==> src/rtl/load_miss_queue.sv <==
// Load miss queue: parks cacheable loads that missed in the data cache,
// tracks up to NMSHR outstanding line refills, merges loads that hit a
// pending line, issues one refill request at a time and replays woken
// loads back to the load pipeline at up to one per cycle.
module load_miss_queue #(
    parameter int NMSHR = 2,
    parameter int DEPTH = 8,
    parameter int OFFB  = 7,
    parameter int IDW   = (NMSHR > 1) ? $clog2(NMSHR) : 1
) (
    input  logic            core_clock_i,
    input  logic            core_reset_n_i,
    input  logic            core_flush_i,
    input  logic            enq_vld_i,
    input  logic [5:0]      enq_rob_i,
    input  logic [2:0]      enq_op_i,
    input  logic [31:0]     enq_addr_i,
    input  logic [5:0]      enq_dest_i,
    output logic            enq_rdy_o,
    output logic            dc_req_o,
    output logic [31:0]     dc_addr_o,
    output logic [IDW-1:0]  dc_id_o,
    input  logic            dc_ack_i,
    input  logic            dc_cmp_i,
    input  logic [IDW-1:0]  dc_cmp_id_i,
    output logic            rp_vld_o,
    output logic [5:0]      rp_rob_o,
    output logic [2:0]      rp_op_o,
    output logic [31:0]     rp_addr_o,
    output logic [5:0]      rp_dest_o,
    input  logic            rp_rdy_i,
    output logic            full_o,
    output logic            empty_o
);

    localparam int SW = (DEPTH > 1) ? $clog2(DEPTH) : 1;
    localparam int LW = 32 - OFFB;

    // Parked-load slots
    logic [DEPTH-1:0] slot_vld_q, slot_vld_d;
    logic [DEPTH-1:0] slot_wkn_q, slot_wkn_d;
    logic [IDW-1:0]   slot_id_q   [DEPTH];
    logic [IDW-1:0]   slot_id_d   [DEPTH];
    logic [5:0]       slot_rob_q  [DEPTH];
    logic [5:0]       slot_rob_d  [DEPTH];
    logic [2:0]       slot_op_q   [DEPTH];
    logic [2:0]       slot_op_d   [DEPTH];
    logic [31:0]      slot_addr_q [DEPTH];
    logic [31:0]      slot_addr_d [DEPTH];
    logic [5:0]       slot_dest_q [DEPTH];
    logic [5:0]       slot_dest_d [DEPTH];

    // Miss status holding registers
    logic [NMSHR-1:0] mshr_vld_q, mshr_vld_d;
    logic [NMSHR-1:0] mshr_iss_q, mshr_iss_d;
    logic [LW-1:0]    mshr_line_q [NMSHR];
    logic [LW-1:0]    mshr_line_d [NMSHR];

    // Refill request and replay output registers
    logic             dc_req_q, dc_req_d;
    logic [31:0]      dc_addr_q, dc_addr_d;
    logic [IDW-1:0]   dc_id_q, dc_id_d;
    logic             rp_vld_q, rp_vld_d;
    logic [SW-1:0]    rp_slot_q, rp_slot_d;
    logic [5:0]       rp_rob_q, rp_rob_d;
    logic [2:0]       rp_op_q, rp_op_d;
    logic [31:0]      rp_addr_q, rp_addr_d;
    logic [5:0]       rp_dest_q, rp_dest_d;
    logic             full_q, full_d;
    logic             empty_q, empty_d;

    // Combinational helpers
    logic [LW-1:0]    enq_line_s;
    logic             hit_s;
    logic [IDW-1:0]   hit_id_s;
    logic             slot_free_any_s;
    logic [SW-1:0]    free_slot_s;
    logic             mshr_free_any_s;
    logic [IDW-1:0]   free_mshr_s;
    logic             enq_fire_s;
    logic [IDW-1:0]   enq_id_s;
    logic             enq_wkn_s;
    logic             rp_hs_s;
    logic             ack_hs_s;
    logic             rf_sel_any_s;
    logic [IDW-1:0]   rf_sel_s;
    logic             rp_sel_any_s;
    logic [SW-1:0]    rp_sel_s;

    assign enq_line_s = enq_addr_i[31:OFFB];
    assign rp_hs_s    = rp_vld_q & rp_rdy_i;
    assign ack_hs_s   = dc_req_q & dc_ack_i;

    // Line match against valid MSHRs and lowest free MSHR / slot search
    always_comb begin
        hit_s           = 1'b0;
        hit_id_s        = {IDW{1'b0}};
        mshr_free_any_s = 1'b0;
        free_mshr_s     = {IDW{1'b0}};
        slot_free_any_s = 1'b0;
        free_slot_s     = {SW{1'b0}};
        for (int m = NMSHR - 1; m >= 0; m--) begin
            hit_s           = hit_s | (mshr_vld_q[m] & (mshr_line_q[m] == enq_line_s));
            hit_id_s        = (mshr_vld_q[m] && (mshr_line_q[m] == enq_line_s)) ? IDW'(m) : hit_id_s;
            mshr_free_any_s = mshr_free_any_s | ~mshr_vld_q[m];
            free_mshr_s     = (!mshr_vld_q[m]) ? IDW'(m) : free_mshr_s;
        end
        for (int s = DEPTH - 1; s >= 0; s--) begin
            slot_free_any_s = slot_free_any_s | ~slot_vld_q[s];
            free_slot_s     = (!slot_vld_q[s]) ? SW'(s) : free_slot_s;
        end
    end

    assign enq_rdy_o  = ~core_flush_i & slot_free_any_s & (hit_s | mshr_free_any_s);
    assign enq_fire_s = enq_vld_i & enq_rdy_o;
    assign enq_id_s   = hit_s ? hit_id_s : free_mshr_s;
    // A load merging into a line that completes this very cycle must not miss its wakeup
    assign enq_wkn_s  = hit_s & dc_cmp_i & (dc_cmp_id_i == hit_id_s);

    // Slot next state: flush, replay free, enqueue write, completion wakeup
    always_comb begin
        slot_vld_d  = slot_vld_q;
        slot_wkn_d  = slot_wkn_q;
        slot_id_d   = slot_id_q;
        slot_rob_d  = slot_rob_q;
        slot_op_d   = slot_op_q;
        slot_addr_d = slot_addr_q;
        slot_dest_d = slot_dest_q;
        for (int s = 0; s < DEPTH; s++) begin
            if (core_flush_i) begin
                slot_vld_d[s] = 1'b0;
                slot_wkn_d[s] = 1'b0;
            end else if (rp_hs_s && (rp_slot_q == SW'(s))) begin
                slot_vld_d[s] = 1'b0;
                slot_wkn_d[s] = 1'b0;
            end else if (enq_fire_s && (free_slot_s == SW'(s))) begin
                slot_vld_d[s]  = 1'b1;
                slot_wkn_d[s]  = enq_wkn_s;
                slot_id_d[s]   = enq_id_s;
                slot_rob_d[s]  = enq_rob_i;
                slot_op_d[s]   = enq_op_i;
                slot_addr_d[s] = enq_addr_i;
                slot_dest_d[s] = enq_dest_i;
            end else begin
                slot_vld_d[s] = slot_vld_q[s];
                slot_wkn_d[s] = slot_wkn_q[s] |
                                (dc_cmp_i & slot_vld_q[s] & (slot_id_q[s] == dc_cmp_id_i));
            end
        end
    end

    // MSHR next state: completion frees, allocation, ack marks issued, flush drops unissued
    always_comb begin
        mshr_vld_d  = mshr_vld_q;
        mshr_iss_d  = mshr_iss_q;
        mshr_line_d = mshr_line_q;
        for (int m = 0; m < NMSHR; m++) begin
            if (dc_cmp_i && (dc_cmp_id_i == IDW'(m))) begin
                mshr_vld_d[m] = 1'b0;
                mshr_iss_d[m] = 1'b0;
            end else if (enq_fire_s && !hit_s && (free_mshr_s == IDW'(m))) begin
                mshr_vld_d[m]  = 1'b1;
                mshr_iss_d[m]  = 1'b0;
                mshr_line_d[m] = enq_line_s;
            end else if (ack_hs_s && (dc_id_q == IDW'(m))) begin
                mshr_vld_d[m] = mshr_vld_q[m];
                mshr_iss_d[m] = 1'b1;
            end else begin
                mshr_vld_d[m] = mshr_vld_q[m];
                mshr_iss_d[m] = mshr_iss_q[m];
            end
            // Issued refills keep their MSHR across a flush so the line stays matchable
            mshr_vld_d[m] = core_flush_i ? (mshr_vld_d[m] & mshr_iss_d[m]) : mshr_vld_d[m];
        end
    end

    // Refill request: hold while stalled, otherwise pick lowest pending MSHR of next state
    always_comb begin
        rf_sel_any_s = 1'b0;
        rf_sel_s     = {IDW{1'b0}};
        for (int m = NMSHR - 1; m >= 0; m--) begin
            rf_sel_any_s = rf_sel_any_s | (mshr_vld_d[m] & ~mshr_iss_d[m]);
            rf_sel_s     = (mshr_vld_d[m] && !mshr_iss_d[m]) ? IDW'(m) : rf_sel_s;
        end
        if (dc_req_q && !dc_ack_i && !core_flush_i) begin
            dc_req_d  = dc_req_q;
            dc_addr_d = dc_addr_q;
            dc_id_d   = dc_id_q;
        end else begin
            dc_req_d  = rf_sel_any_s;
            dc_addr_d = {mshr_line_d[rf_sel_s], {OFFB{1'b0}}};
            dc_id_d   = rf_sel_s;
        end
    end

    // Replay output: hold under backpressure, else present lowest woken slot not leaving now
    always_comb begin
        rp_sel_any_s = 1'b0;
        rp_sel_s     = {SW{1'b0}};
        for (int s = DEPTH - 1; s >= 0; s--) begin
            rp_sel_any_s = rp_sel_any_s |
                           (slot_vld_q[s] & slot_wkn_q[s] & ~(rp_hs_s & (rp_slot_q == SW'(s))));
            rp_sel_s     = (slot_vld_q[s] && slot_wkn_q[s] && !(rp_hs_s && (rp_slot_q == SW'(s))))
                           ? SW'(s) : rp_sel_s;
        end
        rp_slot_d = rp_slot_q;
        rp_rob_d  = rp_rob_q;
        rp_op_d   = rp_op_q;
        rp_addr_d = rp_addr_q;
        rp_dest_d = rp_dest_q;
        if (core_flush_i) begin
            rp_vld_d = 1'b0;
        end else if (rp_vld_q && !rp_rdy_i) begin
            rp_vld_d = rp_vld_q;
        end else begin
            rp_vld_d  = rp_sel_any_s;
            rp_slot_d = rp_sel_s;
            rp_rob_d  = slot_rob_q[rp_sel_s];
            rp_op_d   = slot_op_q[rp_sel_s];
            rp_addr_d = slot_addr_q[rp_sel_s];
            rp_dest_d = slot_dest_q[rp_sel_s];
        end
    end

    // Occupancy flags from next-state valid bits
    always_comb begin
        full_d  = &slot_vld_d;
        empty_d = ~(|slot_vld_d) & ~(|mshr_vld_d);
    end

    // State registers with synchronous active-low reset of all control state
    always_ff @(posedge core_clock_i) begin
        if (!core_reset_n_i) begin
            slot_vld_q <= {DEPTH{1'b0}};
            slot_wkn_q <= {DEPTH{1'b0}};
            mshr_vld_q <= {NMSHR{1'b0}};
            mshr_iss_q <= {NMSHR{1'b0}};
            dc_req_q   <= 1'b0;
            rp_vld_q   <= 1'b0;
            full_q     <= 1'b0;
            empty_q    <= 1'b1;
        end else begin
            slot_vld_q <= slot_vld_d;
            slot_wkn_q <= slot_wkn_d;
            mshr_vld_q <= mshr_vld_d;
            mshr_iss_q <= mshr_iss_d;
            dc_req_q   <= dc_req_d;
            rp_vld_q   <= rp_vld_d;
            full_q     <= full_d;
            empty_q    <= empty_d;
        end
        slot_id_q   <= slot_id_d;
        slot_rob_q  <= slot_rob_d;
        slot_op_q   <= slot_op_d;
        slot_addr_q <= slot_addr_d;
        slot_dest_q <= slot_dest_d;
        mshr_line_q <= mshr_line_d;
        dc_addr_q   <= dc_addr_d;
        dc_id_q     <= dc_id_d;
        rp_slot_q   <= rp_slot_d;
        rp_rob_q    <= rp_rob_d;
        rp_op_q     <= rp_op_d;
        rp_addr_q   <= rp_addr_d;
        rp_dest_q   <= rp_dest_d;
    end

    assign dc_req_o  = dc_req_q;
    assign dc_addr_o = dc_addr_q;
    assign dc_id_o   = dc_id_q;
    assign rp_vld_o  = rp_vld_q;
    assign rp_rob_o  = rp_rob_q;
    assign rp_op_o   = rp_op_q;
    assign rp_addr_o = rp_addr_q;
    assign rp_dest_o = rp_dest_q;
    assign full_o    = full_q;
    assign empty_o   = empty_q;

endmodule

==> config.mk <==
export PLATFORM = sky130hd
export DESIGN_NAME = load_miss_queue
export DESIGN_NICKNAME = d
export VERILOG_FILES = /design/src/rtl/load_miss_queue.sv
export SDC_FILE = /design/constraint.sdc
export NUM_CORES = 1
export LEC_CHECK = 0
export CORE_MARGIN = 1.5
export CORE_UTILIZATION = 53
export CTS_CLUSTER_DIAMETER = 120
export DETAILED_ROUTE_END_ITERATION = 8
export PLACE_DENSITY = 0.75
export REMOVE_ABC_BUFFERS = 1
export SYNTH_ARGS = -nofsm -noshare
export SYNTH_HDL_FRONTEND = slang
export SYNTH_SLANG_ARGS = --single-unit
==> constraint.sdc <==
create_clock -name core_clock_i -period 7.3 [get_ports core_clock_i]
set_clock_uncertainty 0.2 [all_clocks]
set_input_delay 1.095 -clock core_clock_i [delete_from_list [all_inputs] [get_ports core_clock_i]]
set_output_delay 1.095 -clock core_clock_i [all_outputs]
set_load 0.02 [all_outputs]
Word level (Yosys, flattened, before mapping). Cells that the tools add are included.

Logic and storage cells: 378. Output and inout bits: 85. Flip-flop bits (word level): 534. Input port bits: 55.

Bitwise logic cells: 118. Reduce and logical (&&, ||, !) cells: 83. Equality and inequality tests: 25. Order comparisons: 2. Multiplexer cells: 86.

Operators with widths (count): two-way mux 25 bit (7); binary-select mux 32 bit (select 3 bit) (1); two-way mux 32 bit (2); AND 1 bit (54); two-way mux 3 bit (18); two-way mux 1 bit (51); == test 25 bit (2); logical AND 1 bit (46); binary-select mux 6 bit (select 3 bit) (2); inverter 1 bit (36); bitwise OR 1 bit (26); == test 3 bit (second input constant) (8); two-way mux 6 bit (4); AND reduction 3 bit (8); OR reduction 3 bit (8); logical NOT 1 bit (14); == test 3 x 2 -> 1 bit (second input constant) (4); binary-select mux 3 bit (select 3 bit) (1); == test 1 bit (9); AND reduction 8 bit (1); OR reduction 8 bit (1); == test 3 x 1 -> 1 bit (second input constant) (2); logical NOT 3 bit (2); >= comparator 4 bit (second input constant) (1); 5 further kinds (6).

Depth between registers and ports, before layout.
Word-level depth: 24. Depth in mapped cells: 12. Gate-level depth less buffers: 9.

Worst setup path after synthesis. OpenSTA, ideal clock, no wires.

Path kind: input to register. Start: input enq_addr_i[25]. End: register slot_addr_q[192] in the netlist's numbering, enable pin. Buffers on the path: 1. Arrival time: 6.204 ns. Slack: 0.371 ns. Stages: 8. Cells stage by stage: xor2_1 > nor4_1 > nand3_1 > nor4_1 > o311a_1 > buf_4 > nand3b_1 > a211oi_1.

Word-level cells in the longest chain between the ends: 8. Elaborated cells between the ends (all ways): 10. Those cells by class: eq/ne: 2; bitwise: 6; reduce/logical: 2.

Ends and longest elaborated chain: start, declared (RTL line 17) `input logic [31:0] enq_addr_i,`; == test 25 bit (RTL line 103) `hit_s = hit_s | (mshr_vld_q[m] & (mshr_line_q[m] == enq_line_s));`; AND 1 bit (RTL line 103); bitwise OR 1 bit * (RTL line 103); bitwise OR 1 bit * (RTL line 114) `assign enq_rdy_o = ~core_flush_i & slot_free_any_s & (hit_s | mshr_free_any_s);`; AND 1 bit * (RTL line 114); AND 1 bit * (RTL line 115) `assign enq_fire_s = enq_vld_i & enq_rdy_o;`; logical AND 1 bit * (RTL line 136) `end else if (enq_fire_s && (free_slot_s == SW'(s))) begin`; AND reduction 3 bit (no line) *; end signal, assigned (RTL line 255) `slot_addr_q <= slot_addr_d;`; end, declared (RTL line 48) `logic [31:0] slot_addr_q [DEPTH];`.

Mark *: on every way between the ends. The rest lies on a longest branch, timed or not. A chain may end at the register's enable or synchronous reset.

Worst setup path after layout.
Start: input enq_addr_i[15]. End: output enq_rdy_o.

Word-level cells in the longest chain between the ends: 5. Elaborated cells between the ends (all ways): 7. Those cells by class: eq/ne: 2; bitwise: 5.

Ends and longest elaborated chain: == test 25 bit (RTL line 103); AND 1 bit (RTL line 103); bitwise OR 1 bit * (RTL line 103); bitwise OR 1 bit * (RTL line 114); AND 1 bit * (RTL line 114); end, declared (RTL line 19) `output logic enq_rdy_o,`.

Marked as above.

==> impl_metrics.tcl <==
set metrics [dict create \
    outcome "finished, final reports clean" \
    synthCells 1432 \
    root_buffer "clkbuf_16" \
    yosysUniqueCellTypes 59 \
    hold_violations 0 \
    ys_dominant_reg_cell "edfxtp_1" \
    switchingPower_mw 1.423 \
    slew_viol_final 0 \
    postCtsSetupRepairBufs 0 \
    ant_nets 0 \
    synth_top_area_cell "edfxtp_1" \
    diodes 0 \
    clkLatencyLatePin_ps 590 \
    finalWorstPathRequiredPeriod_ps 5706 \
    die-area_mm2 0.04197 \
    synth_most_common_cell "edfxtp_1" \
    cts.htree.levels 2 \
    tightest_slew_ps 1160 \
    hold_path_class "flop to flop" \
    cts_buffers 52 \
    dieWidth_um 204.9 \
    grt_max_degree 82 \
    wl_um 47750 \
    postLayoutCoreUtil 0.6334 \
    crit_path_max_fanout 12 \
    pwr-share-comb 0.059 \
    firstDrtPassIters 6 \
    maxCapViolations 0 \
    place.gp.congestion 0.8928 \
    synth_seq_area_share 0.7081 \
    power_density_mw_per_mm2 263.1 \
    cts_tree "yes" \
    final_area_mm2 0.02534 \
    arrival_ps 4410 \
    path_clk_slew_ps 60 \
    rsz0062_at_grt "false" \
    intPower_mw 5.243 \
    vias 12460 \
    nets 1626 \
    crit_type "primary input to output pin" \
    stdcell_count 2140 \
    synth_area_mm2 0.02160 \
    place_ws_ps 1480 \
    clock_path_buffers 3 \
    grt-ovfl-total 0 \
    drive_above_1_share 0.08421 \
    ys_ff_latch 534 \
    areaGrowthSynthToFinish_pct 17.32 \
    rows 73 \
    power_switching_share 0.2134 \
    relSlewSlack 0.2245 \
    start_util 0.5399 \
    required_ps 6000 \
    portBuffers 132 \
    layout_setup_ws_ps 1594 \
    antenna_found_initial 1 \
    grt_pass1_vias 12390 \
    min_period_over_period 0.7816 \
    route.detailed.drc 0 \
    leakagePower_nw 8.194 \
    clkPwrFrac 0.416 \
    postSynthAreaPerCell_um2 15.08 \
    synth_edf_count 460 \
    ctsHoldBuffers 0 \
    placedCellCount 2042 \
    viasPerCell 5.821 \
    hpwl_um 28000 \
    timing.hold.ws_ps 299.9 \
    seqPwrFrac 0.524 \
    placed_area_mm2 0.02356 \
    synth.area.top_cells "edfxtp_1 (64%), mux2i_1 (11%), dfxtp_1 (6.9%)" \
    rrSetupSlack_ps 3000 \
    ir_drop_mv 0.2817 \
    detail_route.wl_per_cell_um 22.31 \
    critPathCaptureType "output pin" \
    cts.sinks 534 \
    ios 140 \
    drtIter0Drc 980 \
    setup_violations 0 \
    cts_resized 0 \
    synth_common_cells "edfxtp_1 (460), mux2i_1 (239), nand2_1 (106), dfxtp_1 (74), o21ai_0 (61)" \
    startpoint_type "primary input" \
    max_freq_mhz 175.3 \
    coreArea_mm2 0.04001 \
    synth-async-reset-ratio 0 \
    synth_warnings 0 \
    track_usage 0.2299 \
    grt_pass1_wl_um 72570 \
    synth_top_area_share 0.6395 \
    fillers 2907 \
    die_h_um 204.9 \
]
## layer usage
layer	wire, um	global-route usage	up-vias
met4	1135	0.06960	2
li1	-	-	5762
met2	23410	0.3780	369
met1	20180	0.3111	6245
met3	3020	0.04423	78
met5	11	0	-
## sequential cells by signal, summed over array words and instances, names as in the netlist
name and count:
slot_id_q 8, rp_vld_o 1, mshr_iss_q 2, slot_rob_q 48, rp_op_o 3, dc_req_o 1, slot_wkn_q 8, slot_dest_q 48
mshr_vld_q 2, slot_addr_q 256, full_o 1, slot_vld_q 8, rp_rob_o 6, empty_o 1, dc_addr_o 25, dc_id_o 1
slot_op_q 24, rp_addr_o 32, rp_slot_q 3, rp_dest_o 6, mshr_line_q 50
## critical path, stage by stage
cell and delay [ps]:
clkdlybuf4s50_1 650, xor2_1 260, nor4_1 450, nand3_1 190, nor4_1 660, or3_1 330, and2_1 170, clkdlybuf4s50_1 600
## cells in the final DEF (no fill, tap or decap), types with 7 or more instances in the layout
| cell type | Yosys | layout |
|---|---|---|
| edfxtp_1 | 460 | 460 |
| mux2i_1 | 239 | 239 |
| clkdlybuf4s50_1 | 0 | 132 |
| nand2_1 | 106 | 105 |
| dfxtp_1 | 74 | 74 |
| o21ai_0 | 61 | 61 |
| clkbuf_16 | 0 | 53 |
| o21a_1 | 51 | 50 |
| a22oi_1 | 49 | 49 |
| inv_1 | 35 | 35 |
| nand4_1 | 35 | 35 |
| xor2_1 | 32 | 32 |
| buf_4 | 10 | 27 |
| xnor2_1 | 26 | 26 |
| o211ai_1 | 25 | 25 |
| nor2_1 | 22 | 18 |
| and2_1 | 13 | 13 |
| a21oi_1 | 13 | 13 |
| nor4_1 | 11 | 11 |
| and3_1 | 10 | 10 |
| clkinv_2 | 0 | 10 |
| clkbuf_1 | 39 | 9 |
| clkinv_1 | 0 | 9 |
| nor3_1 | 10 | 8 |
| bufinv_16 | 0 | 8 |
| nand3_1 | 7 | 7 |
| a31oi_1 | 7 | 7 |
| conb_1 | 1 | 7 |
## final cells by class
cell class | count | area [um^2] | share of cell area
sequential | 534 | 15290 | 0.6036
tap | 525 | 656.9 | 0.02592
multi-input combinational | 786 | 5894 | 0.2326
clock inverter | 32 | 364.1 | 0.01437
timing repair buffer | 162 | 1584 | 0.06251
inverter | 35 | 131.4 | 0.005184
clock buffer | 66 | 1415 | 0.05584
## path summary, 6_finish.rpt
check,startpoint,endpoint,cells after the start
worst max-delay path,enq_addr_i[15],enq_rdy_o,8
worst max register to register,mshr_line_q[48]$_DFF_P_,slot_rob_q[21]$_DFFE_PP_,9
worst min register to register,mshr_line_q[19]$_DFF_P_,mshr_line_q[19]$_DFF_P_,2
worst min-delay path,mshr_line_q[19]$_DFF_P_,mshr_line_q[19]$_DFF_P_,2
## power groups by stage
stage	registers [mW]	logic, mW	clock network [mW]
floorplan	3.58	0.151	0
global placement	3.56	0.384	0
detailed placement	3.56	0.394	0
CTS	3.50	0.397	2.82
global route	3.51	0.428	2.95
finish	3.50	0.395	2.78
## kinds of logic after synthesis
kind of cell	after synthesis	share of synthesized area
AOI/OAI and AO/OA	240	0.07681
xor gates and xnor gates	58	0.02352
DFF	534	0.7081
muxes	239	0.1108
other	1	0.0001736
and+or+nand+nor	242	0.05659
buffers and inverters	118	0.02404
## through the flow
| step | TNS (ps) | power [mW] |
|---|---|---|
| 5_1_grt | 0 | 6.880 |
| 2_1_floorplan | -511840 | 3.731 |
| 6_report | 0 | 6.666 |
| 3_5_place_dp | 0 | 3.953 |
| 3_3_place_gp | 0 | 3.939 |
| 4_1_cts | 0 | 6.712 |
Note: power is estimated with default switching activity, not from simulation.
